File: config.mk
export PLATFORM = sky130hd
export DESIGN_NAME = exe_stage_flat
export DESIGN_NICKNAME = d
export VERILOG_FILES = /design/src/rtl/exe_stage_pkg.sv /design/src/rtl/exe_stage_if.sv /design/src/rtl/exe_stage_val2_gen.sv /design/src/rtl/exe_stage.sv /design/src/flat_wrapper.sv
export SDC_FILE = /design/constraint.sdc
export NUM_CORES = 1
export LEC_CHECK = 0
export ABC_AREA = 1
export CAP_MARGIN = 20
export CORE_ASPECT_RATIO = 2
export CORE_MARGIN = 2
export CORE_UTILIZATION = 35
export CTS_CLUSTER_DIAMETER = 100
export DETAILED_ROUTE_END_ITERATION = 8
export PLACE_DENSITY_LB_ADDON = 0.25
export SLEW_MARGIN = 25
export SYNTH_ARGS = -nofsm -noshare
export SYNTH_HDL_FRONTEND = slang
export SYNTH_HIERARCHICAL = 1
export SYNTH_SLANG_ARGS = --single-unit
File: constraint.sdc
create_clock -name clk -period 7.1 [get_ports clk]
set_input_delay 2.13 -clock clk [delete_from_list [all_inputs] [get_ports clk]]
set_output_delay 2.13 -clock clk [all_outputs]
set_load 0.01 [all_outputs]
File: src/rtl/exe_stage_pkg.sv
// arm_exe_pkg: ALU command codes, shift types, NZCV bit indices and
// small helpers shared by the ARM execute stage.
package arm_exe_pkg;

    localparam logic [3:0] CMD_MOV = 4'b0001;
    localparam logic [3:0] CMD_ADD = 4'b0010;
    localparam logic [3:0] CMD_ADC = 4'b0011;
    localparam logic [3:0] CMD_SUB = 4'b0100;
    localparam logic [3:0] CMD_SBC = 4'b0101;
    localparam logic [3:0] CMD_AND = 4'b0110;
    localparam logic [3:0] CMD_ORR = 4'b0111;
    localparam logic [3:0] CMD_EOR = 4'b1000;
    localparam logic [3:0] CMD_MVN = 4'b1001;

    localparam logic [1:0] SH_LSL = 2'b00;
    localparam logic [1:0] SH_LSR = 2'b01;
    localparam logic [1:0] SH_ASR = 2'b10;
    localparam logic [1:0] SH_ROR = 2'b11;

    localparam int FLAG_N = 3;
    localparam int FLAG_Z = 2;
    localparam int FLAG_C = 1;
    localparam int FLAG_V = 0;

    function automatic logic [31:0] ror32(
        input logic [31:0] x,
        input logic [4:0]  amt
    );
        logic [63:0] t;
        t = {x, x} >> amt;
        return t[31:0];
    endfunction

    function automatic logic add_ovf(
        input logic [31:0] a,
        input logic [31:0] b,
        input logic [31:0] r
    );
        return (a[31] == b[31]) && (r[31] != a[31]);
    endfunction

    function automatic logic sub_ovf(
        input logic [31:0] a,
        input logic [31:0] b,
        input logic [31:0] r
    );
        return (a[31] != b[31]) && (r[31] != a[31]);
    endfunction

endpackage

File: src/rtl/exe_stage_if.sv
// exe_stage_if: ID/EX operand bundle into the execute stage and the
// EX/MEM, branch and NZCV results out of it (fwd ports with EXE_FWD_EN).
interface exe_stage_if;

    logic        S_UpdateSig;
    logic        branch;
    logic        memReadEn;
    logic        memWriteEn;
    logic        writeBackEn;
    logic [3:0]  exeCMD;
    logic [31:0] res1;
    logic [31:0] res2;
    logic [31:0] PC;
    logic [23:0] signedImm24;
    logic [3:0]  R_d;
    logic        isImmidiate;
    logic [11:0] shiftOperand;
`ifdef EXE_FWD_EN
    logic [1:0]  sel_src1;
    logic [1:0]  sel_src2;
    logic [31:0] memFwdVal;
    logic [31:0] wbFwdVal;
`endif
    logic [3:0]  status;
    logic        branchTaken;
    logic [31:0] branchAddr;
    logic [31:0] aluResOut;
    logic [31:0] valRmOut;
    logic [3:0]  R_dOut;
    logic        writeBackEnOut;
    logic        memReadEnOut;
    logic        memWriteEnOut;

    modport master (
        output S_UpdateSig, branch, memReadEn, memWriteEn,
        output writeBackEn, exeCMD, res1, res2, PC,
        output signedImm24, R_d, isImmidiate, shiftOperand,
        input  status, branchTaken, branchAddr, aluResOut,
        input  valRmOut, R_dOut, writeBackEnOut,
        input  memReadEnOut, memWriteEnOut
`ifdef EXE_FWD_EN
        , output sel_src1, sel_src2, memFwdVal, wbFwdVal
`endif
    );

    modport slave (
        input  S_UpdateSig, branch, memReadEn, memWriteEn,
        input  writeBackEn, exeCMD, res1, res2, PC,
        input  signedImm24, R_d, isImmidiate, shiftOperand,
        output status, branchTaken, branchAddr, aluResOut,
        output valRmOut, R_dOut, writeBackEnOut,
        output memReadEnOut, memWriteEnOut
`ifdef EXE_FWD_EN
        , input sel_src1, sel_src2, memFwdVal, wbFwdVal
`endif
    );

endinterface

File: src/rtl/exe_stage_val2_gen.sv
// val2_gen: combinational second-operand generator (memory offset,
// rotated immediate or shifted Rm).
module val2_gen
    import arm_exe_pkg::*;
(
    input  logic [31:0] rm,
    input  logic [11:0] shift_operand,
    input  logic        is_imm,
    input  logic        mem_op,
    output logic [31:0] val2
);

    logic [4:0] rot;
    logic [4:0] amt;

    assign rot = {shift_operand[11:8], 1'b0};
    assign amt = shift_operand[11:7];

    always_comb begin
        val2 = rm;
        if (mem_op) begin
            val2 = {20'b0, shift_operand};
        end else if (is_imm) begin
            val2 = ror32({24'b0, shift_operand[7:0]}, rot);
        end else begin
            case (shift_operand[6:5])
                SH_LSL: val2 = rm << amt;
                SH_LSR: val2 = rm >> amt;
                SH_ASR: val2 = $unsigned($signed(rm) >>> amt);
                SH_ROR: val2 = ror32(rm, amt);
                default: val2 = rm;
            endcase
        end
    end

endmodule

File: src/rtl/exe_stage.sv
// exe_stage: ARM execute stage - Val2, ALU, NZCV and EX/MEM registers.
// Define EXE_FWD_EN to add operand forwarding from MEM and WB.
module exe_stage
    import arm_exe_pkg::*;
#(
    parameter int DW = 32
) (
    input  logic       clk,
    input  logic       rst,
    input  logic       freeze,
    exe_stage_if.slave bus
);

    logic [DW-1:0] src1;
    logic [DW-1:0] src2;
    logic [31:0]   val2;
    logic [31:0]   res;
    logic [32:0]   sum;
    logic          c;
    logic          v;
    logic [3:0]    nzcv;

`ifdef EXE_FWD_EN
    always_comb begin
        case (bus.sel_src1)
            2'b01:   src1 = bus.memFwdVal;
            2'b10:   src1 = bus.wbFwdVal;
            default: src1 = bus.res1;
        endcase
        case (bus.sel_src2)
            2'b01:   src2 = bus.memFwdVal;
            2'b10:   src2 = bus.wbFwdVal;
            default: src2 = bus.res2;
        endcase
    end
`else
    assign src1 = bus.res1;
    assign src2 = bus.res2;
`endif

    val2_gen u_val2 (
        .rm            (src2),
        .shift_operand (bus.shiftOperand),
        .is_imm        (bus.isImmidiate),
        .mem_op        (bus.memReadEn | bus.memWriteEn),
        .val2          (val2)
    );

    // carry-in for ADC/SBC is the flag value before this op updates it
    always_comb begin
        sum = '0;
        res = '0;
        c   = bus.status[FLAG_C];
        v   = bus.status[FLAG_V];
        case (bus.exeCMD)
            CMD_MOV: res = val2;
            CMD_MVN: res = ~val2;
            CMD_AND: res = src1 & val2;
            CMD_ORR: res = src1 | val2;
            CMD_EOR: res = src1 ^ val2;
            CMD_ADD, CMD_ADC: begin
                sum = {1'b0, src1} + {1'b0, val2}
                    + {32'b0, (bus.exeCMD == CMD_ADC)
                              & bus.status[FLAG_C]};
                res = sum[31:0];
                c   = sum[32];
                v   = add_ovf(src1, val2, res);
            end
            CMD_SUB, CMD_SBC: begin
                sum = {1'b0, src1} - {1'b0, val2}
                    - {32'b0, (bus.exeCMD == CMD_SBC)
                              & ~bus.status[FLAG_C]};
                res = sum[31:0];
                c   = ~sum[32];
                v   = sub_ovf(src1, val2, res);
            end
            default: res = '0;
        endcase
    end

    assign nzcv = {res[31], res == 32'b0, c, v};

    assign bus.branchTaken = bus.branch;
    assign bus.branchAddr  = bus.PC
        + {{6{bus.signedImm24[23]}}, bus.signedImm24, 2'b00};

    always_ff @(posedge clk) begin
        if (rst) begin
            bus.aluResOut      <= '0;
            bus.valRmOut       <= '0;
            bus.R_dOut         <= '0;
            bus.writeBackEnOut <= 1'b0;
            bus.memReadEnOut   <= 1'b0;
            bus.memWriteEnOut  <= 1'b0;
            bus.status         <= '0;
        end else if (!freeze) begin
            bus.aluResOut      <= res;
            bus.valRmOut       <= src2;
            bus.R_dOut         <= bus.R_d;
            bus.writeBackEnOut <= bus.writeBackEn;
            bus.memReadEnOut   <= bus.memReadEn;
            bus.memWriteEnOut  <= bus.memWriteEn;
            if (bus.S_UpdateSig)
                bus.status <= nzcv;
        end
    end

endmodule
File: src/flat_wrapper.sv
// flat-port wrapper written by rule: the top's interface ports become plain ports
module exe_stage_flat import arm_exe_pkg::*;
#(
    parameter int DW = 32
)
  (clk, rst, freeze, bus_S_UpdateSig, bus_branch, bus_memReadEn, bus_memWriteEn, bus_writeBackEn, bus_exeCMD, bus_res1, bus_res2, bus_PC, bus_signedImm24, bus_R_d, bus_isImmidiate, bus_shiftOperand, bus_status, bus_branchTaken, bus_branchAddr, bus_aluResOut, bus_valRmOut, bus_R_dOut, bus_writeBackEnOut, bus_memReadEnOut, bus_memWriteEnOut);
  exe_stage_if bus_i ();
  input  logic clk;
  input  logic rst;
  input  logic freeze;
  input wire logic [$bits(bus_i.S_UpdateSig)-1:0] bus_S_UpdateSig;
  input wire logic [$bits(bus_i.branch)-1:0] bus_branch;
  input wire logic [$bits(bus_i.memReadEn)-1:0] bus_memReadEn;
  input wire logic [$bits(bus_i.memWriteEn)-1:0] bus_memWriteEn;
  input wire logic [$bits(bus_i.writeBackEn)-1:0] bus_writeBackEn;
  input wire logic [$bits(bus_i.exeCMD)-1:0] bus_exeCMD;
  input wire logic [$bits(bus_i.res1)-1:0] bus_res1;
  input wire logic [$bits(bus_i.res2)-1:0] bus_res2;
  input wire logic [$bits(bus_i.PC)-1:0] bus_PC;
  input wire logic [$bits(bus_i.signedImm24)-1:0] bus_signedImm24;
  input wire logic [$bits(bus_i.R_d)-1:0] bus_R_d;
  input wire logic [$bits(bus_i.isImmidiate)-1:0] bus_isImmidiate;
  input wire logic [$bits(bus_i.shiftOperand)-1:0] bus_shiftOperand;
  output wire logic [$bits(bus_i.status)-1:0] bus_status;
  output wire logic [$bits(bus_i.branchTaken)-1:0] bus_branchTaken;
  output wire logic [$bits(bus_i.branchAddr)-1:0] bus_branchAddr;
  output wire logic [$bits(bus_i.aluResOut)-1:0] bus_aluResOut;
  output wire logic [$bits(bus_i.valRmOut)-1:0] bus_valRmOut;
  output wire logic [$bits(bus_i.R_dOut)-1:0] bus_R_dOut;
  output wire logic [$bits(bus_i.writeBackEnOut)-1:0] bus_writeBackEnOut;
  output wire logic [$bits(bus_i.memReadEnOut)-1:0] bus_memReadEnOut;
  output wire logic [$bits(bus_i.memWriteEnOut)-1:0] bus_memWriteEnOut;
  assign bus_i.S_UpdateSig = bus_S_UpdateSig;
  assign bus_i.branch = bus_branch;
  assign bus_i.memReadEn = bus_memReadEn;
  assign bus_i.memWriteEn = bus_memWriteEn;
  assign bus_i.writeBackEn = bus_writeBackEn;
  assign bus_i.exeCMD = bus_exeCMD;
  assign bus_i.res1 = bus_res1;
  assign bus_i.res2 = bus_res2;
  assign bus_i.PC = bus_PC;
  assign bus_i.signedImm24 = bus_signedImm24;
  assign bus_i.R_d = bus_R_d;
  assign bus_i.isImmidiate = bus_isImmidiate;
  assign bus_i.shiftOperand = bus_shiftOperand;
  assign bus_status = bus_i.status;
  assign bus_branchTaken = bus_i.branchTaken;
  assign bus_branchAddr = bus_i.branchAddr;
  assign bus_aluResOut = bus_i.aluResOut;
  assign bus_valRmOut = bus_i.valRmOut;
  assign bus_R_dOut = bus_i.R_dOut;
  assign bus_writeBackEnOut = bus_i.writeBackEnOut;
  assign bus_memReadEnOut = bus_i.memReadEnOut;
  assign bus_memWriteEnOut = bus_i.memWriteEnOut;
  exe_stage #(.DW(DW)) u_core (.clk(clk), .rst(rst), .freeze(freeze), .bus(bus_i));
endmodule
==> flow_metrics.py <==
metrics = {
    "synth": {
        "synth_commonest_cells": "909 x nand2_1, 503 x nand3_1, 393 x inv_1",
        "avgSynthCellArea_um2": 5.35,
        "yosys_warnings": 6,
        "synth.ff_latch_count": 75,
        "yosysTopAreaCell": "nand2_1",
        "syn_area_mm2": 0.0169,
        "synthDominantCellAreaShare": 0.202,
        "ys_types": 59,
        "synth-async-reset-ratio": 0,
        "synth-edff-count": 0,
        "seq_area_frac_synth": 0.0890,
        "yosys.cell_count.top_type": "nand2_1",
        "syn-num-nets": 3462,
        "synth_ff_type": "dfxtp_1",
        "netlist_top_cells_area": "nand2_1 20%, nand3_1 15%, ha_1 11%",
        "syn_inst": 3153,
    },
    "worst_hold_path": {
        "hold_class": "reg2reg",
        "hp-start": "u_core/bus.memReadEnOut",
        "hold_path_end": "u_core/bus.memReadEnOut",
        "hold_depth": 2,
    },
    "power": {
        "leakage_nw": 12.6,
        "irDropWorstVdd_mv": 0.115,
        "power_density_mw_per_mm2": 132,
    },
    "placed_design": {
        "place_hpwl_um": 82500,
        "place_ws_ps": -266,
        "numPortBuffers": 250,
        "globalplace.congestion": 1.07,
    },
    "detailed_routing": {
        "routed_wl_um": 98300,
        "drc": 0,
        "antenna_left": 0,
        "drtIter0Drc": 1517,
        "wl_per_cell_um": 22.0,
        "num_vias": 23900,
        "vias_per_cell": 5.37,
        "dr.pass1.iters": 7,
    },
    "clocking": {
        "clock_sinks": 75,
        "cts_tree": "built",
        "htree_levels": 3,
        "clk_pin_slew_ps": 70,
        "cts-root-buf": "clkbuf_16",
        "cts_buffers": 9,
        "clock_path_buffers": 2,
        "cts_hold_buffers": 0,
        "clk-insertion-delay-late_ps": 410,
    },
    "global_routing": {
        "grt_pass1_wl_um": 144000,
        "gr-total-overflow": 0,
        "grt_max_degree": 84,
        "grt_pass1_vias": 24200,
        "antenna_found_initial": 3,
        "grt.total_usage": 0.385,
    },
    "setup_path": {
        "worstSetupPathType": "in2out",
        "path_buf_inv": 2,
        "arrival_ps": 4850,
        "rr_startpoint": "u_core/bus.status[1]",
        "regToRegEndpoint": "u_core/bus.status[2]",
        "crit_path_end_kind": "primary output",
        "rr_worst_depth": 24,
        "critPathMostFrequentCell": "nand2_1",
        "max_stage_delay_ps": 570,
        "crit_required_ps": 4970,
        "crit_chain": "clkdlybuf4s50_1 -> ha_1 -> nand2_1 -> nor2_1 -> nand2_1 -> nand2_1 -> a31oi_1 -> o21ai_1 -> a31oi_2 -> o21ai_0 -> xor2_1 -> clkdlybuf4s50_1",
        "startpoint_type": "input pin",
        "slowest_stage": "clkdlybuf4s50_1",
        "crit_family": "buffers and inverters",
        "r2r_setup_slack_ps": 3210,
        "cp_max_fo": 6,
    },
    "floorplan": {
        "io_pins": 257,
        "rows": 113,
        "die-area_mm2": 0.0501,
        "die-height_um": 315,
        "die_x_um": 159,
        "design.core.area_mm2": 0.0475,
        "initial_core_util": 0.355,
    },
    "timing": {
        "holdWs_ps": 486,
        "min_period_ps": 6980,
        "slew_violations": 0,
        "rsz0062_at_grt": "true",
        "fin_setup_tns_ps": 0,
        "fmax_mhz": 143,
        "layout_setup_ws_ps": 124,
        "post-route-period-util": 0.982,
        "skew_ps": 12.5,
        "setup_viol": 0,
        "worst_pin_slew_ps": 1000,
        "slew_headroom": 0.331,
        "hold_viol_final": 0,
    },
    "finish": {
        "utilization": 0.505,
        "fin_nets": 4132,
        "syn_to_final_growth_pct": 42.2,
        "drive_above_1_share": 0.176,
        "nFillCells": 5340,
    },
    "status": {
        "status": "finished clean",
    },
    "job": {
        "drv_cap": 0,
    },
}
[what timing repair did]
item                                    4_1_cts  5_1_grt
gates cloned                                  0        0
pin swaps                                     2        5
setup buffers                                 0        2
gates resized for setup                      11       25
endpoints found under the setup margin        8        9
[routing by layer]
metal / wire (um) / global-route usage / up-vias
li1: - / - / 11600
met3: 4820 / 0.0589 / 425
met1: 29500 / 0.319 / 10900
met5: 0 / 0 / -
met2: 50800 / 0.729 / 968
met4: 13300 / 0.434 / 0
[kinds of logic after synthesis]
kind of cell	Yosys count	share of synthesized area
AND/OR/NAND/NOR	1898	0.485
buffers and inverters	535	0.134
adder cells (fa/ha/maj)	160	0.121
flip-flops	75	0.0890
XOR/XNOR	32	0.0166
AO/OA/AOI/OAI	453	0.154
[cells in the final DEF (no fill, tap or decap), drive strengths merged, types with 7 or more instances in the layout]
cell and instances:
xor2 22, o21ai 170, buf 548, nor2 368
clkdlybuf4s50 236, o21a 7, dfxtp 75, a31oi 18
nand2 935, clkbuf 13, o221ai 8, ha 155
o22ai 31, inv 401, a211oi 16, a21oi 162
nand3 519, xnor2 10, o211ai 17, nand4 20
nand3b 12, nor3 26
[power by group]
group          switching (mW)  internal (mW)
Clock                   0.246          0.282
Sequential             0.0164          0.451
Combinational            1.26          0.906
[worst max-delay path by stage]
stage | cells after the start | end | startpoint
CTS | 14 | bus_branchAddr[26] | bus_PC[2]
global placement | 14 | bus_branchAddr[26] | bus_PC[2]
floorplan | 11 | bus_branchAddr[24] | bus_PC[2]
global route | 12 | bus_branchAddr[27] | bus_PC[11]
detailed placement | 14 | bus_branchAddr[26] | bus_PC[2]
finish | 12 | bus_branchAddr[27] | bus_PC[11]
[state kept, by name (all words and copies together) (netlist names)]
signal	count
u_core/bus.R_dOut	4
u_core/bus.valRmOut	32
u_core/bus.writeBackEnOut	1
u_core/bus.memReadEnOut	1
u_core/bus.status	4
u_core/bus.memWriteEnOut	1
u_core/bus.aluResOut	32
[cell type report]
type                       count  area (um2)  share of cell area
inverter                     401        1520              0.0632
tap                          632         791              0.0330
antenna                        1        2.50            0.000104
clock buffer                  10         239             0.00996
multi-input combinational   2543       13200               0.550
sequential                    75        1500              0.0626
clock inverter                 5        62.6             0.00261
timing repair buffer         793        6690               0.279
[worst reg2reg max path: stages (launching register included)]
cell	delay (ps)
dfxtp_1	380
nor3_1	340
fa_1	510
inv_1	70
ha_1	130
inv_1	30
nand2_1	80
inv_1	60
fa_1	400
inv_1	90
nand3_1	90
nand3_2	90
nand2_1	80
nand2_1	320
nand2_1	150
nand2_1	100
nand2_1	50
nand3_1	100
nand3_1	120
nor2_1	130
nand2_1	80
nor2_1	90
buf_4	140
nand3_1	80
a21oi_2	110
[stage by stage]
step / cell area [um2] / cells / power, mW
6_report: 24000 / 4460 / 3.16
5_1_grt: 24000 / 4459 / 3.35
4_1_cts: 23900 / 4457 / 3.12
3_5_place_dp: 23600 / 4442 / 2.59
3_3_place_gp: 23600 / 4442 / 2.59
2_1_floorplan: 16900 / 3153 / 1.50
(Power assumes the default switching activity.)
